===== config.mk =====
export PLATFORM = sky130hd
export DESIGN_NAME = mprj_console_tx_flat
export DESIGN_NICKNAME = d
export VERILOG_FILES = /design/src/rtl/mprj_console_tx_if.sv /design/src/rtl/mprj_console_tx.sv /design/src/flat_wrapper.sv
export SDC_FILE = /design/constraint.sdc
export NUM_CORES = 1
export LEC_CHECK = 0
export BUFFER_PORTS_ARGS = -buffer_cell sky130_fd_sc_hd__buf_2
export CAP_MARGIN = 20
export CORE_MARGIN = 4
export CORE_UTILIZATION = 44
export CTS_BUF_LIST = sky130_fd_sc_hd__clkbuf_4 sky130_fd_sc_hd__clkbuf_8 sky130_fd_sc_hd__clkbuf_16
export DETAILED_ROUTE_END_ITERATION = 10
export HOLD_SLACK_MARGIN = 0.12
export PLACE_DENSITY = 0.66
export SYNTH_ARGS = -nofsm -noshare
export SYNTH_HDL_FRONTEND = slang
export SYNTH_SLANG_ARGS = --single-unit

===== constraint.sdc =====
create_clock -name wb_clk_i -period 5 [get_ports wb_clk_i]
set_clock_uncertainty 0.2 [all_clocks]
set_input_delay 0.75 -clock wb_clk_i [delete_from_list [all_inputs] [get_ports wb_clk_i]]
set_output_delay 0.75 -clock wb_clk_i [all_outputs]
set_load 0.05 [all_outputs]

===== src/rtl/mprj_console_tx_if.sv =====
// Byte-input handshake for the console transmitter: the producer drives
// valid/data, the transmitter answers with ready.
interface mprj_console_tx_if #(
  parameter int DATA_W = 8
);
  logic              in_valid;
  logic [DATA_W-1:0] in_data;
  logic              in_ready;

  modport master (
    output in_valid,
    output in_data,
    input  in_ready
  );

  modport slave (
    input  in_valid,
    input  in_data,
    output in_ready
  );
endinterface


===== src/rtl/mprj_console_tx.sv =====
// Console transmitter: buffers bytes in a FIFO and replays each one on a
// parallel bus with a shaped strobe (setup / strobe / hold), halting on EOT.
module mprj_console_tx #(
  parameter int         DATA_W        = 8,
  parameter int         DEPTH         = 16,
  parameter int         SETUP_CYCLES  = 2,
  parameter int         STROBE_CYCLES = 4,
  parameter int         HOLD_CYCLES   = 2,
  parameter logic [7:0] EOT_CHAR      = 8'h04
) (
  input  logic                     wb_clk_i,
  input  logic                     wb_rst_i,
  mprj_console_tx_if.slave         in_if,
  input  logic                     clear_i,
  output logic [DATA_W-1:0]        out_data,
  output logic                     out_strobe,
  output logic                     busy,
  output logic [$clog2(DEPTH):0]   level,
  output logic                     overflow,
  output logic                     eot
);

  localparam int AW    = $clog2(DEPTH);
  localparam int PW    = AW + 1;
  localparam int MAX_A = (SETUP_CYCLES > STROBE_CYCLES) ? SETUP_CYCLES : STROBE_CYCLES;
  localparam int MAX_C = (MAX_A > HOLD_CYCLES) ? MAX_A : HOLD_CYCLES;
  localparam int CW    = (MAX_C > 1) ? $clog2(MAX_C) : 1;

  typedef enum logic [2:0] {
    ST_IDLE,
    ST_SETUP,
    ST_STROBE,
    ST_HOLD,
    ST_HALT
  } state_e;

  // ---------------------------------------------------------------------------
  // FIFO storage and pointers
  // ---------------------------------------------------------------------------
  logic [DATA_W-1:0] mem_q [DEPTH];
  logic [PW-1:0]     wr_ptr_q, wr_ptr_d;
  logic [PW-1:0]     rd_ptr_q, rd_ptr_d;
  logic              overflow_q, overflow_d;

  state_e            state_q;
  logic [CW-1:0]     cnt_q;
  logic [DATA_W-1:0] out_data_q;
  logic              strobe_q;
  logic              eot_q;

  logic              fifo_empty;
  logic              fifo_full;
  logic              in_ready;
  logic              push;
  logic              pop;
  logic              phase_last;
  logic              is_eot_byte;
  logic              hold_done;
  logic [DATA_W-1:0] head;

  assign fifo_empty = (wr_ptr_q == rd_ptr_q);
  assign fifo_full  = (wr_ptr_q[AW] != rd_ptr_q[AW]) &&
                      (wr_ptr_q[AW-1:0] == rd_ptr_q[AW-1:0]);
  assign in_ready   = !fifo_full && !eot_q;
  assign head       = mem_q[rd_ptr_q[AW-1:0]];

  // A push coinciding with a flush is discarded rather than surviving it.
  assign push = in_if.in_valid && in_ready && !clear_i;

  assign is_eot_byte = (out_data_q[7:0] == EOT_CHAR);
  assign hold_done   = (state_q == ST_HOLD) && phase_last;
  assign pop = !fifo_empty && !clear_i &&
               ((state_q == ST_IDLE) || (hold_done && !is_eot_byte));

  always_comb begin
    // NOTE: every always_comb output gets a default first so no path leaves it unassigned (no latch).
    wr_ptr_d   = wr_ptr_q;
    rd_ptr_d   = rd_ptr_q;
    overflow_d = overflow_q;
    if (clear_i) begin
      wr_ptr_d   = '0;
      rd_ptr_d   = '0;
      overflow_d = 1'b0;
    end else begin
      if (push) wr_ptr_d = wr_ptr_q + PW'(1);
      if (pop)  rd_ptr_d = rd_ptr_q + PW'(1);
      if (in_if.in_valid && !in_ready && !eot_q) overflow_d = 1'b1;
    end
  end

  always_ff @(posedge wb_clk_i or posedge wb_rst_i) begin
    // NOTE: state registers use non-blocking assignments so every flop samples pre-edge values.
    if (wb_rst_i) begin
      wr_ptr_q   <= '0;
      rd_ptr_q   <= '0;
      overflow_q <= 1'b0;
    end else begin
      wr_ptr_q   <= wr_ptr_d;
      rd_ptr_q   <= rd_ptr_d;
      overflow_q <= overflow_d;
    end
  end

  // NOTE: the storage array has no reset; zeroed pointers make stale entries unreachable.
  always_ff @(posedge wb_clk_i) begin
    if (push) mem_q[wr_ptr_q[AW-1:0]] <= in_if.in_data;
  end

  // ---------------------------------------------------------------------------
  // Output sequencer
  // ---------------------------------------------------------------------------
  always_comb begin
    phase_last = 1'b0;
    case (state_q)
      ST_SETUP:  phase_last = (cnt_q == CW'(SETUP_CYCLES - 1));
      ST_STROBE: phase_last = (cnt_q == CW'(STROBE_CYCLES - 1));
      ST_HOLD:   phase_last = (cnt_q == CW'(HOLD_CYCLES - 1));
      default:   phase_last = 1'b0;
    endcase
  end

  always_ff @(posedge wb_clk_i or posedge wb_rst_i) begin
    if (wb_rst_i) begin
      state_q    <= ST_IDLE;
      cnt_q      <= '0;
      out_data_q <= '0;
      strobe_q   <= 1'b0;
      eot_q      <= 1'b0;
    end else begin
      if (clear_i) eot_q <= 1'b0;

      case (state_q)
        ST_IDLE: begin
          if (pop) begin
            out_data_q <= head;
            cnt_q      <= '0;
            state_q    <= ST_SETUP;
          end
        end

        ST_SETUP: begin
          if (phase_last) begin
            cnt_q    <= '0;
            strobe_q <= 1'b1;
            state_q  <= ST_STROBE;
          end else begin
            cnt_q <= cnt_q + CW'(1);
          end
        end

        ST_STROBE: begin
          if (phase_last) begin
            cnt_q    <= '0;
            strobe_q <= 1'b0;
            state_q  <= ST_HOLD;
          end else begin
            cnt_q <= cnt_q + CW'(1);
          end
        end

        // A flush landing on the final hold cycle overrides EOT entry.
        ST_HOLD: begin
          if (phase_last) begin
            cnt_q <= '0;
            if (is_eot_byte && !clear_i) begin
              eot_q   <= 1'b1;
              state_q <= ST_HALT;
            end else if (pop) begin
              out_data_q <= head;
              state_q    <= ST_SETUP;
            end else begin
              state_q <= ST_IDLE;
            end
          end else begin
            cnt_q <= cnt_q + CW'(1);
          end
        end

        ST_HALT: begin
          if (clear_i) state_q <= ST_IDLE;
        end

        default: state_q <= ST_IDLE;
      endcase
    end
  end

  assign in_if.in_ready = in_ready;
  assign out_data       = out_data_q;
  assign out_strobe     = strobe_q;
  assign busy           = (state_q != ST_IDLE) || !fifo_empty;
  assign level          = wr_ptr_q - rd_ptr_q;
  assign overflow       = overflow_q;
  assign eot            = eot_q;

endmodule


===== src/flat_wrapper.sv =====
// flat-port wrapper written by rule: the top's interface ports become plain ports
module mprj_console_tx_flat 
#(
  parameter int         DATA_W        = 8,
  parameter int         DEPTH         = 16,
  parameter int         SETUP_CYCLES  = 2,
  parameter int         STROBE_CYCLES = 4,
  parameter int         HOLD_CYCLES   = 2,
  parameter logic [7:0] EOT_CHAR      = 8'h04
)
  (wb_clk_i, wb_rst_i, clear_i, out_data, out_strobe, busy, level, overflow, eot, in_if_in_valid, in_if_in_data, in_if_in_ready);
  mprj_console_tx_if #(.DATA_W(DATA_W)) in_if_i ();
  input  logic wb_clk_i;
  input  logic wb_rst_i;
  input  logic clear_i;
  output logic [DATA_W-1:0] out_data;
  output logic out_strobe;
  output logic busy;
  output logic [$clog2(DEPTH):0] level;
  output logic overflow;
  output logic eot;
  input wire logic [$bits(in_if_i.in_valid)-1:0] in_if_in_valid;
  input wire logic [$bits(in_if_i.in_data)-1:0] in_if_in_data;
  output wire logic [$bits(in_if_i.in_ready)-1:0] in_if_in_ready;
  assign in_if_i.in_valid = in_if_in_valid;
  assign in_if_i.in_data = in_if_in_data;
  assign in_if_in_ready = in_if_i.in_ready;
  mprj_console_tx #(.DATA_W(DATA_W), .DEPTH(DEPTH), .SETUP_CYCLES(SETUP_CYCLES), .STROBE_CYCLES(STROBE_CYCLES), .HOLD_CYCLES(HOLD_CYCLES), .EOT_CHAR(EOT_CHAR)) u_core (.wb_clk_i(wb_clk_i), .wb_rst_i(wb_rst_i), .in_if(in_if_i), .clear_i(clear_i), .out_data(out_data), .out_strobe(out_strobe), .busy(busy), .level(level), .overflow(overflow), .eot(eot));
endmodule

==> results.json <==
{
  "holdWs_ns": 0.0935,
  "coreArea_sq_um": 14600,
  "io_buffers": 29,
  "cts.sinks": 154,
  "ant_nets": 0,
  "grt_pass1_vias": 3535,
  "required_ns": 4.05,
  "clock_power_share_pct": 34.5,
  "syn_area_per_cell_sq_um": 16.2,
  "h-tree-depth": 4,
  "route.detailed.drc": 0,
  "min_path_type": "in2async",
  "hold_viol": 0,
  "max_stage_delay_ns": 0.66,
  "pin_count": 30,
  "async_flop_share_pct": 16.9,
  "wl_microns": 13200,
  "die_h_microns": 130,
  "hpwlAfterDp_microns": 8540,
  "wl_per_cell_microns": 20.8,
  "cts_resized": 0,
  "vdd_drop_max_uv": 243,
  "synth_enable_flop_cells": 128,
  "ys.flop_type": "edfxtp_1",
  "leakagePower_uw": 0.00253,
  "seq_area_frac_synth_pct": 68.3,
  "finalNetCount": 459,
  "drt-vias-per-instance": 5.53,
  "critPathArrivalTime_ns": 2.61,
  "cts_buffer_depth": 2,
  "regArea_sq_um": 4500,
  "power_frac_seq_pct": 45.7,
  "path_max_fanout": 22,
  "dieArea_sq_um": 17000,
  "diodes": 0,
  "chipWidth_microns": 130,
  "worst_slew_pin_slew_ns": 1.06,
  "cts_setup_buffers": 0,
  "ys_warn_count": 0,
  "final_cell_mix": "edfxtp_1, nor2_1, buf_2, a21oi_1, dfrtp_1",
  "synth_area_sq_um": 6590,
  "period_share_pct": 71.1,
  "cts_tree": "yes",
  "combPwrFrac_pct": 19.8,
  "tns_ns": 0,
  "holdBufCountCts": 0,
  "power-per-cell-area_nw_per_um2": 456,
  "grt_max_degree": 52,
  "gr-total-overflow": 0,
  "maxCapViolCount": 0,
  "grt_use_total_pct": 16.7,
  "p_sw_uw": 1060,
  "multi_input_area_sq_um": 1910,
  "ys_seq_elements": 154,
  "cts_buffers": 17,
  "root_buffer": "clkbuf_16",
  "final_max_slew_viol_count": 0,
  "drive_above_1_share_pct": 16.9,
  "fillers": 1167,
  "switching_share_pct": 31.4,
  "syn_to_final_growth_pct": 12.6,
  "synth_fp_nets": 429,
  "syn_inst": 407,
  "cts.clk_slew.worst_paths_ns": 0.07,
  "clk_latency_ns": 0.42,
  "synth_cell_types": 43,
  "critPathTopFamily": "adder cells",
  "power.internal_uw": 2320,
  "relSlewSlack_pct": 29.1,
  "place_congestion": 0.868,
  "dr_total_vias": 3509,
  "grt_pass1_wl_microns": 20600,
  "crit_type": "reg2out",
  "drt_iter0_drc": 238,
  "worstSetupEndpointType": "output port",
  "crit_slowest_cell": "dfrtp_1",
  "rrSetupSlack_ns": 1.50,
  "crit_buf_inv": 2,
  "fmax_ghz": 0.281,
  "layout_commonest_cell": "edfxtp_1",
  "dr.pass1.iters": 4,
  "antenna_found_initial": 0,
  "fp-row-count": 44,
  "rsz0062_at_grt": "false",
  "status": "finished clean",
  "fin_crit_ns": 3.56,
  "cp_cell_sequence": "ha_1 > fa_1 > inv_1 > a21o_1 > a21oi_1 > xnor2_1 > buf_2",
  "setup_viol": 0,
  "initial_utilization_pct": 45.1,
  "cp-start-kind": "register"
}
synth_stat cells, types with 5 or more instances:
cell type,count,area share [%]
a211oi_1,10,1.1
dfrtp_1,26,9.9
buf_4,6,0.68
nor2_1,35,2.0
a21oi_1,28,2.1
mux2i_1,9,1.4
edfxtp_1,128,58
mux4_1,23,9.2
xor2_1,5,0.66
nand2_1,14,0.80
nor2b_1,18,1.7
nor3_1,7,0.53
clkbuf_1,10,0.57
mux2_2,8,1.4
ha_1,9,1.7
o21ai_0,8,0.61
inv_1,11,0.63
a2111oi_0,8,1.1
state kept, by name, indices dropped and copies added, names as in the netlist:
name,cells
u_core.mem_q,128
u_core.out_data,8
u_core.rd_ptr_q,5
u_core.wr_ptr_q,5
u_core.state_q,3
u_core.cnt_q,2
u_core.eot,1
u_core.out_strobe,1
u_core.overflow,1
metal layers:
metal | part of all wire [%] | global-route usage, %
met1 | 44 | 22.7
met3 | 6.5 | 5.16
met5 | 0 | 0
met4 | 1.4 | 5.14
met2 | 48 | 26.2
area by class of cell:
cell class | instances | area share [%]
flip-flops and latches | 154 | 60.6
multi-input cells | 219 | 25.7
clock buffers | 17 | 5.74
well taps | 184 | 3.10
repair buffers | 34 | 2.73
clock inverters | 15 | 1.55
inverters | 11 | 0.557
stage by stage:
step           setup slack, ns  power [uW]  cell area (sq um)  cells  util, %
6_report                  1.44        3380               7420    634     50.8
5_1_grt                   1.30        3540               7420    634     50.8
4_1_cts                   1.41        3400               7390    633     50.6
3_5_place_dp              1.54        2240               6850    601     46.9
3_3_place_gp              1.81        2220               6850    601     46.9
2_1_floorplan             1.82        2080               6590    407        -
logic make-up (layout without fill, tap and decap cells):
family / after synthesis / after routing / share of synthesized area [%]
and+or+nand+nor: 95 / 95 / 7.22
muxes: 41 / 41 / 12.3
AOI/OAI and AO/OA: 63 / 63 / 6.00
DFF: 154 / 154 / 68.3
adders and majority gates: 10 / 10 / 2.01
xor gates and xnor gates: 10 / 10 / 1.44
buffers and inverters: 34 / 77 / 2.81
path summary, 6_finish.rpt:
path / from / endpoint / cells after the start
worst min register to register: u_core.out_strobe / u_core.out_strobe / 2
worst max-delay path: u_core.rd_ptr_q[0] / level[4] / 7
max in group asynchronous: wb_rst_i / u_core.rd_ptr_q[2] / 3
min in group wb_clk_i: u_core.out_strobe / u_core.out_strobe / 2
worst max register to register: u_core.rd_ptr_q[0] / u_core.mem_q[0][5] / 6
worst min-delay path: wb_rst_i / u_core.overflow / 2
power groups by stage:
| stage | clock network (uW) | registers, uW | logic [uW] |
|---|---|---|---|
| after floorplan | 0 | 1640 | 432 |
| after global placement | 0 | 1560 | 657 |
| after detailed placement | 0 | 1570 | 669 |
| after CTS | 1190 | 1540 | 671 |
| after global routing | 1250 | 1560 | 731 |
| final | 1170 | 1540 | 669 |
worst register-to-register path, cell delays in order, from the launching register on:
cell	delay (ns)
dfrtp_1	0.82
ha_1	0.38
nand4_1	0.15
o21ai_0	0.17
nor2_1	0.33
nand2_1	0.22
nor3_1	0.85
(Power assumes the default switching activity.)
